**src/rtl/conv_event_scatter_pkg.sv**
```systemverilog
// Shared types, kernel constants and helpers for the event-driven 3x3 convolution scatter.
// Latency: n/a (package of combinational helpers).
// Backpressure: n/a.
package conv_event_scatter_pkg;

    localparam int COORD_BITS  = 8;
    localparam int IMG_WIDTH   = 32;
    localparam int IMG_HEIGHT  = 32;
    localparam int CHANNELS    = 1;
    localparam int NEURON_BITS = 9;
    localparam int KERNEL_BITS = 6;
    localparam int ADDR_BITS   = $clog2(IMG_WIDTH * IMG_HEIGHT);
    localparam int KPOS        = 9;

    localparam logic [3:0] K_LAST = 4'd8;

    // Coordinate as carried on in_coord: x in the upper half.
    typedef struct packed {
        logic [COORD_BITS-1:0] x;
        logic [COORD_BITS-1:0] y;
    } vec2_t;

    // One bit wider than a coordinate so that x-1 of x=0 is representable.
    typedef logic signed [COORD_BITS:0]  scoord_t;
    typedef logic signed [KERNEL_BITS-1:0] kw_t;
    typedef logic [CHANNELS*NEURON_BITS-1:0] nvec_t;

    typedef struct packed {
        scoord_t dx;
        scoord_t dy;
    } offset_t;

    // Vertical-gradient kernel, replicated across channels.
    localparam kw_t kernel_weights [KPOS][CHANNELS] = '{
        '{default: kw_t'(1)},  '{default: kw_t'(2)},  '{default: kw_t'(1)},
        '{default: kw_t'(0)},  '{default: kw_t'(0)},  '{default: kw_t'(0)},
        '{default: kw_t'(-1)}, '{default: kw_t'(-2)}, '{default: kw_t'(-1)}
    };

    function automatic logic [2*COORD_BITS-1:0] pack_coord(input logic [COORD_BITS-1:0] x,
                                                           input logic [COORD_BITS-1:0] y);
        return {x, y};
    endfunction

    function automatic vec2_t unpack_coord(input logic [2*COORD_BITS-1:0] raw);
        return vec2_t'(raw);
    endfunction

    // Kernel position k -> neighbour offset; kx = k%3, ky = k/3, both centred on zero.
    function automatic offset_t kernel_offset(input logic [3:0] k);
        offset_t o;
        case (k)
            4'd0, 4'd3, 4'd6: o.dx = scoord_t'(-1);
            4'd1, 4'd4, 4'd7: o.dx = scoord_t'(0);
            default:          o.dx = scoord_t'(1);
        endcase
        if (k < 4'd3)      o.dy = scoord_t'(-1);
        else if (k < 4'd6) o.dy = scoord_t'(0);
        else               o.dy = scoord_t'(1);
        return o;
    endfunction

    // A location is on the map when both coordinates are non-negative and below the limits.
    function automatic logic xy_in_bounds(input scoord_t x, input scoord_t y);
        return !x[COORD_BITS] && (x < scoord_t'(IMG_WIDTH)) &&
               !y[COORD_BITS] && (y < scoord_t'(IMG_HEIGHT));
    endfunction

    // Add kernel position k's weight to every channel, clamping to the neuron range.
    function automatic nvec_t apply_kernel_weights(input nvec_t rd, input logic [3:0] k);
        localparam logic signed [NEURON_BITS:0] NMAX = (NEURON_BITS+1)'((1 << (NEURON_BITS-1)) - 1);
        localparam logic signed [NEURON_BITS:0] NMIN = (NEURON_BITS+1)'(-(1 << (NEURON_BITS-1)));
        nvec_t res;
        logic signed [NEURON_BITS-1:0] a;
        logic signed [NEURON_BITS:0]   s;
        kw_t w;
        res = '0;
        for (int c = 0; c < CHANNELS; c++) begin
            a = rd[c*NEURON_BITS +: NEURON_BITS];
            w = kernel_weights[k][c];
            s = {a[NEURON_BITS-1], a} + {{(NEURON_BITS+1-KERNEL_BITS){w[KERNEL_BITS-1]}}, w};
            if (s > NMAX)      s = NMAX;
            else if (s < NMIN) s = NMIN;
            res[c*NEURON_BITS +: NEURON_BITS] = s[NEURON_BITS-1:0];
        end
        return res;
    endfunction

endpackage

```
**src/rtl/conv_event_scatter_addr_gen.sv**
```systemverilog
// Maps latched event coordinate plus kernel position to a neighbour address and bounds flag.
// Latency: combinational.
// Backpressure: none; consumer ignores the address when in_bounds is low.
module conv_kernel_addr_gen
    import conv_event_scatter_pkg::*;
(
    input  logic [2*COORD_BITS-1:0] coord,
    input  logic [3:0]              k,
    output logic                    in_bounds,
    output logic [ADDR_BITS-1:0]    addr
);

    vec2_t   c;
    offset_t off;
    scoord_t tx;
    scoord_t ty;

    // Target location and row-major address of the neighbour for position k.
    always_comb begin
        c         = unpack_coord(coord);
        off       = kernel_offset(k);
        tx        = scoord_t'({1'b0, c.x}) + off.dx;
        ty        = scoord_t'({1'b0, c.y}) + off.dy;
        in_bounds = xy_in_bounds(tx, ty);
        addr      = ADDR_BITS'(ty) * ADDR_BITS'(IMG_WIDTH) + ADDR_BITS'(tx);
    end

endmodule

```
**src/rtl/conv_event_scatter.sv**
```systemverilog
// Scatters each spike event's 3x3 kernel into the membrane map by read-modify-write.
// Latency: 2 cycles per on-map neighbour, 1 per off-map one (interior 18, corner 13).
// Backpressure: in_ready low for the whole event; dropped (off-map) events cost no stall.
module conv_event_scatter
    import conv_event_scatter_pkg::*;
(
    input  logic                            clk,
    input  logic                            rst_n,
    input  logic                            in_valid,
    output logic                            in_ready,
    input  logic [2*COORD_BITS-1:0]         in_coord,
    output logic                            mem_rd_en,
    output logic [ADDR_BITS-1:0]            mem_rd_addr,
    input  logic [CHANNELS*NEURON_BITS-1:0] mem_rd_data,
    output logic                            mem_wr_en,
    output logic [ADDR_BITS-1:0]            mem_wr_addr,
    output logic [CHANNELS*NEURON_BITS-1:0] mem_wr_data,
    output logic                            busy,
    output logic [15:0]                     events_done,
    output logic [15:0]                     events_dropped
);

    typedef enum logic [1:0] {S_IDLE, S_READ, S_UPDATE} state_t;

    state_t                  state;
    vec2_t                   coord_q;
    logic [3:0]              k_q;
    logic [ADDR_BITS-1:0]    addr_q;
    logic                    tgt_in_bounds;
    logic [ADDR_BITS-1:0]    tgt_addr;
    vec2_t                   in_vec;
    logic                    accept;
    logic                    in_range;

    assign in_vec   = unpack_coord(in_coord);
    assign accept   = in_valid && in_ready;
    assign in_range = xy_in_bounds(scoord_t'({1'b0, in_vec.x}), scoord_t'({1'b0, in_vec.y}));

    conv_kernel_addr_gen u_addr_gen (
        .coord     (coord_q),
        .k         (k_q),
        .in_bounds (tgt_in_bounds),
        .addr      (tgt_addr)
    );

    // Strobes follow the state directly so a reset drops them without waiting for a clock.
    assign mem_rd_en   = (state == S_READ) && tgt_in_bounds;
    assign mem_rd_addr = mem_rd_en ? tgt_addr : '0;
    assign mem_wr_en   = (state == S_UPDATE);
    assign mem_wr_addr = mem_wr_en ? addr_q : '0;
    assign mem_wr_data = mem_wr_en ? apply_kernel_weights(mem_rd_data, k_q) : '0;

    // Event sequencer: accept, walk the nine kernel positions, count outcomes.
    always_ff @(posedge clk or negedge rst_n) begin
        if (!rst_n) begin
            state          <= S_IDLE;
            coord_q        <= '0;
            k_q            <= '0;
            addr_q         <= '0;
            in_ready       <= 1'b0;
            busy           <= 1'b0;
            events_done    <= '0;
            events_dropped <= '0;
        end else begin
            case (state)
                S_IDLE: begin
                    in_ready <= 1'b1;
                    if (accept) begin
                        coord_q <= in_vec;
                        if (!in_range) begin
                            events_dropped <= events_dropped + 16'd1;
                        end else begin
                            k_q      <= '0;
                            state    <= S_READ;
                            busy     <= 1'b1;
                            in_ready <= 1'b0;
                        end
                    end
                end
                S_READ: begin
                    if (tgt_in_bounds) begin
                        addr_q <= tgt_addr;
                        state  <= S_UPDATE;
                    end else if (k_q == K_LAST) begin
                        state       <= S_IDLE;
                        busy        <= 1'b0;
                        in_ready    <= 1'b1;
                        events_done <= events_done + 16'd1;
                    end else begin
                        k_q <= k_q + 4'd1;
                    end
                end
                S_UPDATE: begin
                    if (k_q == K_LAST) begin
                        state       <= S_IDLE;
                        busy        <= 1'b0;
                        in_ready    <= 1'b1;
                        events_done <= events_done + 16'd1;
                    end else begin
                        k_q   <= k_q + 4'd1;
                        state <= S_READ;
                    end
                end
                default: begin
                    state <= S_IDLE;
                    busy  <= 1'b0;
                end
            endcase
        end
    end

endmodule

```
**config.mk**
```make
export PLATFORM = sky130hd
export DESIGN_NAME = conv_event_scatter
export DESIGN_NICKNAME = d
export VERILOG_FILES = /design/src/rtl/conv_event_scatter_pkg.sv /design/src/rtl/conv_event_scatter_addr_gen.sv /design/src/rtl/conv_event_scatter.sv
export SDC_FILE = /design/constraint.sdc
export NUM_CORES = 1
export LEC_CHECK = 0
export CAP_MARGIN = 20
export CELL_PAD_IN_SITES_DETAIL_PLACEMENT = 1
export CELL_PAD_IN_SITES_GLOBAL_PLACEMENT = 1
export CORE_MARGIN = 2
export CORE_UTILIZATION = 40
export CTS_CLUSTER_DIAMETER = 80
export DETAILED_ROUTE_END_ITERATION = 16
export GPL_TIMING_DRIVEN = 0
export PLACE_DENSITY = 0.92
export SLEW_MARGIN = 0
export SYNTH_ARGS = -nofsm -noshare
export SYNTH_HDL_FRONTEND = slang
export SYNTH_SLANG_ARGS = --single-unit
```
**constraint.sdc**
```tcl
create_clock -name clk -period 6.2 [get_ports clk]
set_clock_uncertainty 0.15 [all_clocks]
set_input_delay 0.93 -clock clk [delete_from_list [all_inputs] [get_ports clk]]
set_output_delay 0.93 -clock clk [all_outputs]
set_load 0.05 [all_outputs]
```
**Word-level counts from Yosys, hierarchy flattened**

Memories as Yosys holds them, arrays and structs flattened.
Cells that the tools add are included.

- Bits in registers: 66
- Bits in read-only memories: 96
- Input bits: 28
- Word-level logic and storage cells: 96
- Memories: 1

- Add/subtract/negate cells: 7
- $lt $le $gt $ge: 9
- Eq/ne operators: 12
- Muxes and demuxes: 34
- Bitwise operators: 2
- Reductions and logical operators: 22

Memories:

| memory | words | bits a word | rd ports | clocked after memory_dff | write ports | line | source |
|---|---|---|---|---|---|---|---|
| (name not given) | 16 | 6 | 1 | 0 | 0 | conv_event_scatter_pkg.sv:80 | `w = kernel_weights[k][c];` |

Operators with widths:

| cell | number |
|---|---|
| 9-bit 2-to-1 mux | 4 |
| 16-bit by 1-bit adder with 16-bit output, second input constant | 2 |
| 16-bit 2-to-1 mux | 2 |
| 16-bit one-hot mux with 2 select lines | 1 |
| 10-bit 2-to-1 mux | 2 |
| 9-bit adder | 2 |
| 9-bit by 7-bit less-than comparator with 1-bit output, second input constant | 2 |
| 9-bit one-hot mux with 2 select lines | 1 |
| 8-bit by 6-bit less-than comparator with 1-bit output, second input constant | 2 |
| 4-bit 2-to-1 mux | 4 |
| 4-bit by 3-bit equality test with 1-bit output, second input constant | 3 |
| 6-bit 2-to-1 mux | 2 |
| 4-bit one-hot mux with 3 select lines | 1 |
| 10-bit by 9-bit adder with 10-bit output | 1 |
| 9-bit by 6-bit adder with 10-bit output | 1 |
| 10-bit by 9-bit > comparator with 1-bit output, second input constant | 1 |
| 10-bit by 9-bit less-than comparator with 1-bit output, second input constant | 1 |
| 1-bit 2-to-1 mux | 10 |
| 3-bit AND reduction | 3 |
| 2-bit 2-to-1 mux | 4 |
| 2-bit AND reduction | 4 |
| 1-bit logical AND | 6 |
| 2-bit != test, second input constant | 3 |
| 1-bit one-hot mux with 3 select lines | 2 |
| 20 further kinds | 22 |

**Logic depth before layout (Yosys ltp)**

- Depth after elaboration: 10
- Mapped depth: 20

**By module**

Synthesis repeated with hierarchy kept, for this count alone.

- Cells, all modules: 434
- Area, all modules: 4,429.2 sq um

By module, submodules not included:

| module | instances | cells an instance | area each (sq um) |
|---|---|---|---|
| conv_event_scatter | 1 | 322 | 3,539.6 |
| conv_kernel_addr_gen | 1 | 112 | 889.6 |

**Least setup slack after synthesis**

Ideal clock, no wire load.

- Kind: reg2out
- Start: register k_q[0]
- End: output mem_rd_addr[9]
- Arrival time: 4.116 ns
- Data required time: 5.120 ns
- Setup slack: 1.004 ns
- Cell stages (with the launch flop): 17
- Path through: dfrtp_1 > ha_1 > nor2_1 > a211oi_2 > ha_1 > nor2b_4 > o31a_1 > o31ai_1 > and2_1 > inv_1 > fa_1 > inv_1 > a21oi_1 > nand2b_1 > mux2i_1 > xnor2_1 > nor2_1

- Word-level cells in the longest chain between the ends: 10
- Elaborated cells on any way between the ends: 25
- Those cells by class: add/sub (3); order compare (4); eq/ne (5); mux (4); reduce/logical (9)

RTL lines:

| item | line | source |
|---|---|---|
| start, declared | conv_event_scatter.sv:27 | `logic [3:0] k_q;` |
| start signal, assigned | conv_event_scatter.sv:90 | `k_q <= k_q + 4'd1;` |
| start signal, assigned | conv_event_scatter.sv:100 | `k_q <= k_q + 4'd1;` |
| 4-bit by 1-bit equality test with 1-bit output (tied with other cells) | conv_event_scatter_pkg.sv:52 | `case (k)` |
| 3-bit OR reduction | conv_event_scatter_pkg.sv:52 |  |
| 9-bit one-hot mux with 2 select lines | conv_event_scatter_pkg.sv:52 |  |
| 9-bit adder | conv_event_scatter_addr_gen.sv:22 | `tx = scoord_t'({1'b0, c.x}) + off.dx;` |
| 9-bit by 7-bit less-than comparator with 1-bit output or 1-bit logical NOT (tied branches) | conv_event_scatter_pkg.sv:65 | `return !x[COORD_BITS] && (x < scoord_t'(IMG_WIDTH)) &&` |
| 1-bit logical AND (2 in series) | conv_event_scatter_pkg.sv:65 |  |
| 1-bit logical AND | conv_event_scatter_pkg.sv:66 | `!y[COORD_BITS] && (y < scoord_t'(IMG_HEIGHT));` |
| 1-bit logical AND | conv_event_scatter.sv:47 | `assign mem_rd_en = (state == S_READ) && tgt_in_bounds;` |
| 10-bit 2-to-1 mux * | conv_event_scatter.sv:48 | `assign mem_rd_addr = mem_rd_en ? tgt_addr : '0;` |
| end, declared | conv_event_scatter.sv:13 | `output logic [ADDR_BITS-1:0] mem_rd_addr,` |

Every way passes the cells marked *; elsewhere a longest branch is shown, timed or not.

**Worst setup path in the final report**

- Start: register k_q[1]
- End: output mem_wr_data[6]

- Word-level cells in the longest chain between the ends: 9
- Elaborated cells on any way between the ends: 10
- Those cells by class: add/sub (1); order compare (2); mux (5); bitwise (1); memory (1)

RTL lines:

| item | line | source |
|---|---|---|
| 4-bit inverter with 5-bit output (not written as such) * | conv_event_scatter_pkg.sv:80 |  |
| memory read 16 x 6 bit * | n/a |  |
| 6-bit 2-to-1 mux (not written as such) * (2 in series) | conv_event_scatter_pkg.sv:80 |  |
| 9-bit by 6-bit adder with 10-bit output * | conv_event_scatter_pkg.sv:81 | `s = {a[NEURON_BITS-1], a} + {{(NEURON_BITS+1-KERNEL_BITS){w[KERNEL_BITS-1]}}, w};` |
| 10-bit by 9-bit less-than comparator with 1-bit output | conv_event_scatter_pkg.sv:83 | `else if (s < NMIN) s = NMIN;` |
| 9-bit 2-to-1 mux | conv_event_scatter_pkg.sv:83 |  |
| 9-bit 2-to-1 mux * | conv_event_scatter_pkg.sv:82 | `if (s > NMAX) s = NMAX;` |
| 9-bit 2-to-1 mux * | conv_event_scatter.sv:51 | `assign mem_wr_data = mem_wr_en ? apply_kernel_weights(mem_rd_data, k_q) : '0;` |
| end, declared | conv_event_scatter.sv:17 | `output logic [CHANNELS*NEURON_BITS-1:0] mem_wr_data,` |

Every way passes the cells marked *; elsewhere a longest branch is shown, timed or not. The select of a mux whose other input is x is not followed.

==> flow_metrics.env <==
export IMPL_instances_no_fill=705
export IMPL_routedWlPerCell_um=18.6
export IMPL_layout_area_seq_um2=1650
export IMPL_cts_hold_buf=0
export IMPL_die_h_um=111
export IMPL_hp_class="register to register"
export IMPL_core_um2=11000
export IMPL_slew_violations=0
export IMPL_drtIter0Drc=172
export IMPL_insertion_delay_ns=0.34
export IMPL_drc=0
export IMPL_grt_start_max_net_pins=67
export IMPL_rows=38
export IMPL_fin_crit_sh_pct=93.9
export IMPL_min_period_ns=5.82
export IMPL_via_per_inst=5.50
export IMPL_drtAntennaViolNets=0
export IMPL_multi_input_area_um2=2740
export IMPL_synth_fp_nets=525
export IMPL_ys_seq_elements=66
export IMPL_start_util_pct=41.4
export IMPL_crit_chain="inv_1 -> ha_1 -> nor2b_1 -> or3_1 -> ha_1 -> inv_1 -> fa_1 -> nor2b_1 -> o21ai_0 -> a21boi_1 -> o211a_1 -> o21ai_0 -> a32o_1 -> o21ai_0 -> o21ai_0 -> clkdlybuf4s50_1"
export IMPL_fillers=1218
export IMPL_rrSetupSlack_ns=1.84
export IMPL_tns_ns=0
export IMPL_crit_buf_inv=3
export IMPL_finalHoldViolations=0
export IMPL_ys_types=71
export IMPL_design_area_um2=5970
export IMPL_synthCells=455
export IMPL_hold_slack_ns=0.326
export IMPL_switching_share_pct=47.0
export IMPL_slowest_stage="clkdlybuf4s50_1"
export IMPL_ios=93
export IMPL_final_common_cell="clkdlybuf4s50_1"
export IMPL_synth_edff_count=0
export IMPL_start_kind="register"
export IMPL_status="complete, no violations"
export IMPL_critPathKind="register to primary output"
export IMPL_peakVddDrop_mv=0.321
export IMPL_maxSlewHeadroom_pct=40.9
export IMPL_dpl_instance_area_um2=5640
export IMPL_numCtsBuffers=9
export IMPL_nets=630
export IMPL_synthArstFlopShare_pct=100
export IMPL_worst_slew_pin_slew_ns=0.886
export IMPL_dr_pass1_iters=4
export IMPL_p_comb_share_pct=67.2
export IMPL_vias=3877
export IMPL_seq_area_frac_synth_pct=36.4
export IMPL_critical_path_max_stage_delay_ns=0.75
export IMPL_intPower_mw=1.94
export IMPL_grt_overflow=0
export IMPL_grt_pass1_wl_um=21300
export IMPL_layout_drive_gt1_share_pct=10.4
export IMPL_p_clk_share_pct=14.9
export IMPL_switchingPower_mw=1.72
export IMPL_worst_slack_ns=0.377
export IMPL_diodes=0
export IMPL_power_density_nw_per_um2=614
export IMPL_grtUsageTotal_pct=21.3
export IMPL_critPathMaxFanout=5
export IMPL_place_inst=688
export IMPL_end_kind="primary output"
export IMPL_synth_ff_type="dfrtp_1"
export IMPL_cts_sinks=66
export IMPL_arrival_ns=4.74
export IMPL_routed_wirelength_um=13100
export IMPL_synth_area_per_cell_um2=9.98
export IMPL_area_growth_pct=31.4
export IMPL_grt_pass1_vias=4257
export IMPL_antenna_found_initial=0
export IMPL_grt_setup_unrepaired="no"
export IMPL_post_place_ws_ns=0.0647
export IMPL_clk_pin_slew_ns=0.06
export IMPL_post_route_util_pct=54.4
export IMPL_clockBufferDepth=2
export IMPL_hpwl_um=9690
export IMPL_cap_violations=0
export IMPL_yosysWarnings=0
export IMPL_power_frac_seq_pct=17.8
export IMPL_die_area_um2=12200
export IMPL_cts_max_level=3
export IMPL_die_x_um=111
export IMPL_p_total_mw=3.67
export IMPL_clock_fmax_ghz=0.172
export IMPL_total_leakage_power_nw=2.81
export IMPL_setup_viol=0
export IMPL_cts_tree="built"
export IMPL_crit_path_frequent_cell="o21ai_0"
export IMPL_io_buffers=92
export IMPL_final_cell_mix="clkdlybuf4s50_1, dfrtp_1, ha_1, nor2_1, xor2_1"
export IMPL_gp_congestion=0.799
export IMPL_root_buffer="clkbuf_16"
export IMPL_syn_area_um2=4540
export IMPL_critPathRequiredTime_ns=5.12
export IMPL_crit_family="compound AO/OA/AOI/OAI gates"
[synthesized netlist by cell type (3+ instances only)]
library cell,n,area share [%]
nand2b_1,5,0.69
clkbuf_1,4,0.33
nor4_1,3,0.41
fa_1,4,1.8
and2_1,19,2.6
xor2_1,29,5.6
mux2i_1,9,2.0
nand2_1,22,1.8
nand3_1,17,1.9
nand4_1,5,0.69
a21oi_1,14,1.5
nor3_1,14,1.5
a21o_1,13,2.1
o21ai_0,15,1.7
dfrtp_1,66,36
nor2b_1,8,1.1
ha_1,38,10
inv_1,25,2.1
and3_1,7,0.96
nor2_1,30,2.5
xnor2_1,19,3.7
o31ai_1,3,0.50
a211oi_1,3,0.50
a211oi_2,3,0.83
o21a_1,4,0.66
mux2_2,17,4.2
[worst paths after layout]
check                                      from         endpoint  cells after the start
worst max register to register           k_q[0]        addr_q[9]                     19
worst min-delay path            events_done[15]  events_done[15]                      1
min in group asynchronous                 rst_n       coord_q[4]                      1
max in group asynchronous                 rst_n      coord_q[11]                      1
worst min register to register  events_done[15]  events_done[15]                      1
worst max-delay path                     k_q[1]   mem_wr_data[6]                     16
[state kept, by name, indices dropped and copies added, names as in the netlist]
| name | flops |
|---|---|
| addr_q | 10 |
| busy | 1 |
| coord_q | 16 |
| events_done | 16 |
| events_dropped | 16 |
| in_ready | 1 |
| k_q | 4 |
| state | 2 |
[cells by family (layout without fill, tap and decap cells)]
family	after synthesis	after routing	synth area share, %
buf+inv	36	146	3.53
flops	66	66	36.4
simple gates	153	153	18.5
xor+xnor	49	49	9.61
fa+ha+maj	42	42	12.2
compound gates	81	81	13.1
mux	28	28	6.69
[final cells by class]
class                      instances  area share, %
buffer                             9          0.985
clock buffer                      11           3.90
clock inverter                     5           1.32
inverter                          27           1.70
multi-input combinational        353           46.0
sequential                        66           27.7
tap                              140           2.93
timing repair buffer              94           15.5
[per-layer routing]
| layer | wire length [um] | GRT usage, % |
|---|---|---|
| met2 | 6940 | 39.3 |
| met5 | 0 | 0 |
| met4 | 276 | 6.92 |
| met1 | 5480 | 24.7 |
| met3 | 430 | 3.95 |
[what timing repair did]
item                       4_1_cts  5_1_grt
pin swaps                        0        1
buffers inserted                 0        1
setup endpoints to repair       11       11
resized for setup                9        6
[power groups by stage]
stage	combinational, mW	sequential [mW]	clock [mW]
3_5_place_dp	2.39	0.660	0
6_report	2.46	0.654	0.548
4_1_cts	2.46	0.655	0.554
5_1_grt	2.72	0.673	0.573
3_3_place_gp	2.22	0.648	0
2_1_floorplan	1.73	0.734	0
(Power assumes the default switching activity.)
